File: src/rtl/ysyx_25040129_ifu_prefetch.sv
// ---------------------------------------------------------------------------
// ysyx_25040129_ifu_prefetch
//
// Prefetching instruction fetch unit. This is a credit-based AXI-lite read
// master that keeps up to MAX_OUTSTANDING reads in flight. Returned
// instructions are buffered in a FIFO_DEPTH-entry queue in front of the IDU.
// A pipeline flush discards every buffered instruction and every response
// that belongs to a request issued before the flush.
//
// Parameters
//   RESET_PC        first fetch address after reset
//   FIFO_DEPTH      instruction queue entries (power of two, >= 2)
//   MAX_OUTSTANDING accepted-but-unanswered reads (1..FIFO_DEPTH)
//
// Ports
//   clk, rst          clock; synchronous active-high reset
//   flush             single-cycle flush pulse
//   flush_target      new fetch PC (bits [1:0] are ignored)
//   out_valid/ready   IDU handshake
//   out_pc/inst/fault head instruction, its PC and its fault flag
//   araddr/arvalid/arready        AXI read-address channel
//   rdata/rresp/rvalid/rready     AXI read-data channel
//
// Configuration
//   YSYX_25040129_IFU_FAULT_EN  when defined, each queue entry stores a
//                               fault bit (rresp != OKAY) and drives it on
//                               out_fault. Otherwise out_fault is tied to 0.
// ---------------------------------------------------------------------------
module ysyx_25040129_ifu_prefetch #(
    parameter logic [31:0] RESET_PC        = 32'h3000_0000,
    parameter int unsigned FIFO_DEPTH      = 4,
    parameter int unsigned MAX_OUTSTANDING = 2
) (
    input  logic        clk,
    input  logic        rst,
    input  logic        flush,
    input  logic [31:0] flush_target,
    output logic        out_valid,
    input  logic        out_ready,
    output logic [31:0] out_pc,
    output logic [31:0] out_inst,
    output logic        out_fault,
    output logic [31:0] araddr,
    output logic        arvalid,
    input  logic        arready,
    input  logic [31:0] rdata,
    input  logic [1:0]  rresp,
    input  logic        rvalid,
    output logic        rready
);

    localparam int unsigned PTR_W = $clog2(FIFO_DEPTH);
    localparam int unsigned CNT_W = $clog2(FIFO_DEPTH + 1);
    localparam int unsigned SUM_W = CNT_W + 1;
    localparam int unsigned OS_W  = $clog2(MAX_OUTSTANDING + 1);
    localparam int unsigned AQ_W  = (MAX_OUTSTANDING > 1) ? $clog2(MAX_OUTSTANDING) : 1;

    // ------------------------------------------------------------------
    // State
    // ------------------------------------------------------------------
    logic [31:0]      fetch_pc_q,    fetch_pc_d;
    logic [31:0]      stale_addr_q,  stale_addr_d;   // address of an AR held across a flush
    logic             ar_stale_q,    ar_stale_d;
    logic [OS_W-1:0]  outstanding_q, outstanding_d;
    logic [OS_W-1:0]  drop_cnt_q,    drop_cnt_d;
    logic [AQ_W-1:0]  aq_wr_q,       aq_wr_d;
    logic [AQ_W-1:0]  aq_rd_q,       aq_rd_d;
    logic [PTR_W-1:0] wr_ptr_q,      wr_ptr_d;
    logic [PTR_W-1:0] rd_ptr_q,      rd_ptr_d;
    logic [CNT_W-1:0] fifo_count_q,  fifo_count_d;

    // In-order address queue: the AXI slave answers in order, so the head
    // of this queue is the PC of the response currently on the R channel.
    logic [31:0]      aq_mem        [MAX_OUTSTANDING];
    logic [31:0]      fifo_pc_mem   [FIFO_DEPTH];
    logic [31:0]      fifo_inst_mem [FIFO_DEPTH];

    // ------------------------------------------------------------------
    // Handshakes and credit
    // ------------------------------------------------------------------
    logic           ar_hs;
    logic           r_hs;
    logic           r_drop;
    logic           fifo_push;
    logic           fifo_pop;
    logic           fifo_nonempty;
    logic           credit_ok;
    logic [SUM_W-1:0] credit_used;

    // Each accepted read reserves a queue slot until it is answered and
    // popped, so a response never finds the FIFO full.
    assign credit_used = {1'b0, fifo_count_q} + SUM_W'(outstanding_q);
    assign credit_ok   = (outstanding_q < OS_W'(MAX_OUTSTANDING)) &&
                         (credit_used < SUM_W'(FIFO_DEPTH));

    // A stale AR is still presented until the slave takes it; AXI forbids
    // withdrawing arvalid once raised.
    assign arvalid = !rst && (ar_stale_q || credit_ok);
    assign araddr  = ar_stale_q ? stale_addr_q : fetch_pc_q;
    assign rready  = !rst;

    assign ar_hs         = arvalid && arready;
    assign r_hs          = rvalid && rready;
    assign r_drop        = (drop_cnt_q != '0);
    assign fifo_nonempty = (fifo_count_q != '0);
    assign fifo_push     = r_hs && !r_drop && !flush;
    assign out_valid     = fifo_nonempty && !flush;
    assign fifo_pop      = out_valid && out_ready;

    function automatic logic [AQ_W-1:0] aq_inc(input logic [AQ_W-1:0] p);
        if (p == AQ_W'(MAX_OUTSTANDING - 1)) begin
            return '0;
        end
        return p + AQ_W'(1);
    endfunction

    // ------------------------------------------------------------------
    // Next-state logic
    // ------------------------------------------------------------------
    always_comb begin
        // NOTE: every variable gets a default before any branch, so no path
        // leaves a value unassigned and no latch is inferred.
        fetch_pc_d    = fetch_pc_q;
        stale_addr_d  = stale_addr_q;
        ar_stale_d    = ar_stale_q;
        outstanding_d = outstanding_q + OS_W'(ar_hs) - OS_W'(r_hs);
        drop_cnt_d    = drop_cnt_q;
        aq_wr_d       = aq_wr_q;
        aq_rd_d       = aq_rd_q;
        wr_ptr_d      = wr_ptr_q;
        rd_ptr_d      = rd_ptr_q;
        fifo_count_d  = fifo_count_q + CNT_W'(fifo_push) - CNT_W'(fifo_pop);

        if (ar_hs) begin
            aq_wr_d = aq_inc(aq_wr_q);
        end
        if (r_hs) begin
            aq_rd_d = aq_inc(aq_rd_q);
        end

        // Issue side: a stale AR consumes a credit but must not advance
        // the PC, and its eventual response has to be thrown away.
        if (ar_hs) begin
            if (ar_stale_q) begin
                ar_stale_d = 1'b0;
            end else begin
                fetch_pc_d = fetch_pc_q + 32'd4;
            end
        end

        if (r_hs && r_drop) begin
            drop_cnt_d = drop_cnt_q - OS_W'(1);
        end
        if (ar_hs && ar_stale_q) begin
            drop_cnt_d = drop_cnt_d + OS_W'(1);
        end

        if (fifo_push) begin
            wr_ptr_d = wr_ptr_q + PTR_W'(1);
        end
        if (fifo_pop) begin
            rd_ptr_d = rd_ptr_q + PTR_W'(1);
        end

        // Flush overrides everything above. Every read still in flight after
        // this cycle's handshakes predates the flush, so all of them are
        // dropped; a still-pending AR becomes stale and is counted when
        // the slave accepts it.
        if (flush) begin
            fetch_pc_d   = {flush_target[31:2], 2'b00};
            drop_cnt_d   = outstanding_d;
            wr_ptr_d     = '0;
            rd_ptr_d     = '0;
            fifo_count_d = '0;
            if (arvalid && !arready) begin
                ar_stale_d   = 1'b1;
                stale_addr_d = araddr;
            end
        end
    end

    // ------------------------------------------------------------------
    // State registers
    // ------------------------------------------------------------------
    always_ff @(posedge clk) begin
        // NOTE: sequential state uses non-blocking assignments so every
        // register samples the pre-edge values regardless of block order.
        if (rst) begin
            fetch_pc_q    <= RESET_PC;
            stale_addr_q  <= '0;
            ar_stale_q    <= 1'b0;
            outstanding_q <= '0;
            drop_cnt_q    <= '0;
            aq_wr_q       <= '0;
            aq_rd_q       <= '0;
            wr_ptr_q      <= '0;
            rd_ptr_q      <= '0;
            fifo_count_q  <= '0;
        end else begin
            fetch_pc_q    <= fetch_pc_d;
            stale_addr_q  <= stale_addr_d;
            ar_stale_q    <= ar_stale_d;
            outstanding_q <= outstanding_d;
            drop_cnt_q    <= drop_cnt_d;
            aq_wr_q       <= aq_wr_d;
            aq_rd_q       <= aq_rd_d;
            wr_ptr_q      <= wr_ptr_d;
            rd_ptr_q      <= rd_ptr_d;
            fifo_count_q  <= fifo_count_d;
        end
    end

    // NOTE: storage arrays are not reset; the pointers and counts qualify
    // every read, so entry contents never matter until written.
    always_ff @(posedge clk) begin
        if (ar_hs) begin
            aq_mem[aq_wr_q] <= araddr;
        end
    end

    always_ff @(posedge clk) begin
        if (fifo_push) begin
            fifo_pc_mem[wr_ptr_q]   <= aq_mem[aq_rd_q];
            fifo_inst_mem[wr_ptr_q] <= rdata;
        end
    end

    // Head fields read zero while the queue is empty, so reset presents
    // clean outputs even though the storage itself is not cleared.
    assign out_pc   = fifo_nonempty ? fifo_pc_mem[rd_ptr_q]   : '0;
    assign out_inst = fifo_nonempty ? fifo_inst_mem[rd_ptr_q] : '0;

`ifdef YSYX_25040129_IFU_FAULT_EN
    logic fifo_fault_mem [FIFO_DEPTH];

    always_ff @(posedge clk) begin
        if (fifo_push) begin
            fifo_fault_mem[wr_ptr_q] <= (rresp != 2'b00);
        end
    end

    assign out_fault = fifo_nonempty && fifo_fault_mem[rd_ptr_q];
`else
    logic unused_rresp;
    assign unused_rresp = ^rresp;
    assign out_fault    = 1'b0;
`endif

    logic unused_target_lsbs;
    assign unused_target_lsbs = ^flush_target[1:0];

endmodule

File: config.mk
export PLATFORM = sky130hd
export DESIGN_NAME = ysyx_25040129_ifu_prefetch
export DESIGN_NICKNAME = d
export VERILOG_FILES = /design/src/rtl/ysyx_25040129_ifu_prefetch.sv
export SDC_FILE = /design/constraint.sdc
export NUM_CORES = 1
export LEC_CHECK = 0
export ABC_AREA = 1
export BUFFER_PORTS_ARGS = -buffer_cell sky130_fd_sc_hd__buf_2
export CAP_MARGIN = 0
export CORE_ASPECT_RATIO = 0.8
export CORE_MARGIN = 1.5
export CORE_UTILIZATION = 50
export CTS_CLUSTER_DIAMETER = 40
export CTS_CLUSTER_SIZE = 16
export DETAILED_ROUTE_END_ITERATION = 7
export GPL_ROUTABILITY_DRIVEN = 0
export PLACE_DENSITY_LB_ADDON = 0.08
export SLEW_MARGIN = 20
export SYNTH_ARGS = -nofsm -noshare
export SYNTH_HDL_FRONTEND = slang
export SYNTH_SLANG_ARGS = --single-unit
File: constraint.sdc
create_clock -name clk -period 12.2 [get_ports clk]
set_clock_uncertainty 0.2 [all_clocks]
set_input_delay 1.83 -clock clk [delete_from_list [all_inputs] [get_ports clk]]
set_output_delay 1.83 -clock clk [all_outputs]
set_load 0.03 [all_outputs]
**After elaboration in Yosys (flattened, before gate mapping)**

Memory sizes are Yosys's and may differ from the RTL's. A register that Yosys moved wholly into a read port is not among the register bits.
Cells that the tools add are included.

- Flip-flop bits (word level): 78
- Bits in writable memories: 320
- Bits of input ports: 72
- Word-level logic and storage cells: 83
- Memories kept: 3

- $add $sub $neg: 12
- Order comparisons: 2
- Equal/unequal tests: 1
- Mux-type cells: 30
- Bitwise logic cells: 1
- Reduce and logical (&&, ||, !) cells: 23

Memory list:

| name | words | bits a word | read ports | clocked after Yosys merged registers in | write ports | line | RTL |
|---|---|---|---|---|---|---|---|
| fifo_inst_mem | 4 | 32 | 1 | 1 | 1 | 76 | `logic [31:0] fifo_inst_mem [FIFO_DEPTH];` |
| fifo_pc_mem | 4 | 32 | 1 | 1 | 1 | 75 | `logic [31:0] fifo_pc_mem [FIFO_DEPTH];` |
| aq_mem | 2 | 32 | 1 | 1 | 1 | 74 | `logic [31:0] aq_mem [MAX_OUTSTANDING];` |

Operator list:

| cell | count |
|---|---|
| 32-bit 2-to-1 mux | 6 |
| 32-bit by 3-bit adder with 32-bit output, second input constant | 1 |
| 1-bit 2-to-1 mux | 17 |
| 2-bit 2-to-1 mux | 7 |
| 1-bit logical AND | 11 |
| 2-bit by 1-bit adder with 2-bit output, second input constant | 3 |
| 2-bit AND reduction | 3 |
| 3-bit by 2-bit adder with 4-bit output | 1 |
| 1-bit logical NOT | 4 |
| 4-bit by 3-bit less-than comparator with 1-bit output, second input constant | 1 |
| 2-bit nonzero test | 2 |
| 3-bit by 1-bit adder with 3-bit output | 1 |
| 3-bit nonzero test | 1 |
| 3-bit by 1-bit subtractor with 3-bit output | 1 |
| 1-bit adder, second input constant | 2 |
| 2-bit by 1-bit adder with 2-bit output | 1 |
| 2-bit less-than comparator, second input constant | 1 |
| 2-bit inequality test, second input constant | 1 |
| 2-bit OR reduction | 1 |
| 2-bit by 1-bit subtractor with 2-bit output | 1 |
| 2-bit by 1-bit subtractor with 2-bit output, second input constant | 1 |
| 1-bit logical OR | 1 |
| 1-bit inverter | 1 |

**Logic depth before layout (Yosys ltp)**

- Depth after elaboration: 9
- Gate-level depth with buffers: 14

**Least setup slack after synthesis**

No wires, ideal clock.

- Path type: input to register
- Start point: in rst
- End point: mem fifo_inst_mem[0][0] (enable)
- Library setup time: 0.486 ns
- Data arrival time: 5.173 ns
- Required time: 11.514 ns
- Slack: 6.341 ns
- Cell stages on the path: 6
- Cells stage by stage: buf_2 nor2_1 inv_1 nor2_1 inv_1 nor2_1

- Longest elaborated chain between the ends: 6

Ends and longest elaborated chain:

| element | line | RTL |
|---|---|---|
| from (decl) | 35 | `input logic rst,` |
| 1-bit logical NOT | 100 | `assign rready = !rst;` |
| 1-bit logical AND | 103 | `assign r_hs = rvalid && rready;` |
| 1-bit logical AND (2 in series) | 106 | `assign fifo_push = r_hs && !r_drop && !flush;` |
| 1-bit 2-to-1 mux | 222 | `if (fifo_push) begin` |
| 1-bit 2-to-1 mux (implied by the code) | 224 | `fifo_inst_mem[wr_ptr_q] <= rdata;` |
| to (decl) | 76 |  |

Every way passes these cells.

==> out/results.tsv <==
stage	metric	value	unit
run_status	status	completed	
placement	pre-CTS WS	7.008	ns
floorplanning	Die Outline Area	34880	µm²
power	Leak	7.117	nW
sta	fmax	191.2	MHz
routing	Top Layer Used	met4	
cts	CTS max path bufs	3	
routing	DRC viols	0	
yosys	Synth Area in Adders	0.009339	
flow_run	maxcap violations	0	
cts	clock slew at reported path FFs	0.07	ns
cts	# clock sinks	399	
grt	GRT Util Overall	0.2312	
critical_path	worst path cell trace	inv_2 -> buf_4 -> o21ai_0 -> a21oi_1 -> buf_2	
cts	CTS tree	built	
sta	relative slew slack	0.2853	
yosys	Synth cell types	36	
cts	CTS Buf Count	43	
final_layout	share of cells above drive strength 1	0.1899	
cts	Worst-Skew Late Latency	0.55	ns
routing	Post-Route M1 WL	18460	µm
critical_path	Critical Path RT	10.17	ns
routing	routed vias/inst	5.388	
cts	cts repair resizes	0	
yosys	Warnings, synthesis	0	
final_layout	final design utilization	0.5912	
yosys	Synth area leaders	edfxtp_1 (57%), dfxtp_1 (9.4%), nor2_1 (7.4%)	
yosys	Synth top area share	0.5692	
critical_path	Bufs and invs on worst path	3	
floorplanning	DIE HEIGHT	167.3	µm
floorplanning	site row count	59	
critical_path	delay-heaviest family, CP	buffers and inverters	
yosys	main combinational cell family by area after synthesis	simple AND/OR/NAND/NOR gates	
routing	WL/cell	18.32	µm
sta	Worst-Margin Slew	1.071	ns
grt	first-pass GRT wire length	62620	µm
routing	initial drt markers	852	
sta	Final setup viols	0	
critical_path	crit path kind	reg2out	
grt	initial antenna violation count	0	
critical_path	crit-path max cell delay	0.80	ns
routing	met2 WL	18560	µm
grt	largest net degree at the start of global routing	107	
power	PD cells	156.3	nW/µm²
critical_path	CP max-delay cell	buf_4	
placement	dpl hpwl	23480	µm
power	Peak supply drop	148.2	µV
floorplanning	CORE AREA	32850	µm²
yosys	ys flop type	edfxtp_1	
sta	final setup margin	6.969	ns
yosys	flops & latches, synth	399	
sta	Final min period	5.231	ns
grt	vias in the first global route	11260	
yosys	Cells after Synth	1599	
yosys	register area share after synthesis	0.6629	
critical_path	Worst Setup Start Kind	flop	
sta	Final Hold Vio Count	0	
final_layout	Post-layout nets	1819	
cts	Root Driver	clkbuf_16	
sta	Final period util	0.4287	
final_layout	P&R area growth vs syn	15.04	%
critical_path	Setup crit end kind	output pin	
routing	DRT Pass-1 Iters	5	
yosys	Synthesized Nets	1683	
hold_path	worst hold path class	reg2reg	
routing	Final ANT Viol Nets	0	
sta	Final Max Slew Viols	0	
placement	I/O Buffers	166	
sta	hold slack	0.2451	ns
final_layout	antenna cell count	0	
cts	setup bufs post-CTS	0	
cts	hold bufs inserted after CTS	0	
routing	DR vias	11830	
yosys	XOR/XNOR Fraction of Synth Area	0.009339	
yosys	top cell type by total area after synthesis	edfxtp_1	
yosys	Synth Area per Inst	10.56	µm²
critical_path	CP max FO	106	
power	Total Power	3.035	mW
routing	WL met3	2528	µm
cts	H-tree depth	2	
floorplanning	IO Pins	172	
yosys	EDFF count, synth	320	
yosys	mux cell area share after synthesis	0.02194	
yosys	complex-gate fraction of the synthesized area	0.09087	
yosys	Synth Area in Simple Gates	0.1654	
floorplanning	Initial Utilization	0.5139	
critical_path	Worst Path Arrival	3.20	ns
routing	Routed WL	40230	µm
sta	RSZ-0062 raised after global routing	no	
yosys	ys async rst share	0	
grt	global route overflow	0	
yosys	Post-Syn Area	16880	µm²
sta	Setup TNS	0	ns
floorplanning	Die Wd	208.4	µm
[power by group]
| part | leakage, nW | switching (mW) | total (mW) | internal [mW] |
|---|---|---|---|---|
| Combinational | 2.90 | 0.157 | 0.220 | 0.0625 |
| Clock | 0.676 | 0.560 | 1.28 | 0.717 |
| Sequential | 3.54 | 0.0229 | 1.54 | 1.52 |
[state kept, by name, indices dropped and copies added (netlist names), named ones only]
register / flops
fifo_inst_mem: 128
fifo_pc_mem: 128
aq_mem: 64
stale_addr_q: 32
fetch_pc_q: 30
fifo_count_q: 3
drop_cnt_q: 2
outstanding_q: 2
rd_ptr_q: 2
wr_ptr_q: 2
aq_rd_q: 1
aq_wr_q: 1
ar_stale_q: 1
[layer usage]
| metal | GRT usage | vias to the layer above |
|---|---|---|
| li1 | - | 5760 |
| met1 | 0.3232 | 5720 |
| met2 | 0.3707 | 304 |
| met3 | 0.04707 | 48 |
| met4 | 0.06062 | 0 |
| met5 | 0 | - |
[final cells by class]
type / count / area (µm²)
Clock buffer: 51 / 1149
Clock inverter: 28 / 259.0
Fill cell: 2758 / 13430
Inverter: 73 / 274.0
Multi-Input combinational cell: 1036 / 5056
Sequential cell: 399 / 11200
Tap cell: 427 / 534.3
Timing Repair Buffer: 182 / 950.9
[path summary, 6_finish.rpt]
kind,slack [ns],end,start,cells after the start
min,0.25,stale_addr_q[1]$_SDFFE_PP0P_,stale_addr_q[1]$_SDFFE_PP0P_,2
max reg2reg,8.82,drop_cnt_q[1]$_SDFF_PP0_,ar_stale_q$_SDFF_PP0_,11
min reg2reg,0.25,stale_addr_q[1]$_SDFFE_PP0P_,stale_addr_q[1]$_SDFFE_PP0P_,2
max,6.97,out_pc[19],flop,5
[metrics by stage]
stage	cells	area, µm²
global route	2196	19420
CTS	2196	19420
floorplan	1599	16880
global placement	2117	18010
detailed placement	2117	18010
finish	2196	19420
[logic make-up after synthesis]
family                     Yosys count
DFF                                399
muxes                               33
buffers and inverters              164
AOI/OAI and AO/OA                  304
other                                1
and+or+nand+nor                    668
adders and majority gates           12
xor gates and xnor gates            18
[Yosys cell counts (2+ instances only)]
master and instances:
nand2_4 3, nand3_1 39, nor2_2 12, nor2_1 335
o21ai_0 166, clkbuf_1 43, xor2_1 16, nor3_1 2
nand4_1 32, a21oi_1 128, nor2_4 7, inv_1 64
nand2_2 5, buf_2 29, xnor2_1 2, buf_1 13
inv_2 8, nand2_1 229, nand3_2 2, mux2_2 31
ha_1 11, dfxtp_1 79, edfxtp_1 320, buf_4 6
o21ai_1 6
[worst min-delay path, delay by kind of cell (launching register included)]
kind             cells  cell delay [ns]
DFF                  1             0.31
and+or+nand+nor      2             0.10
[layout by cell type (no fill, tap or decap), drive strengths merged]
cell type,Yosys,final
nor2,354,354
edfxtp,320,320
nand2,237,237
buf,48,182
o21ai,172,172
a21oi,129,129
inv,72,82
dfxtp,79,79
clkbuf,43,51
nand3,41,41
nand4,33,33
mux2,32,32
xor2,16,16
clkinv,1,12
ha,11,11
clkinvlp,0,6
nor3,3,3
xnor2,2,2
mux2i,1,1
o211a,1,1
o22ai,1,1
a211oi,1,1
fa,1,1
conb,1,1
bufinv,0,1
No activity file was read; power rests on OpenSTA's default activity.
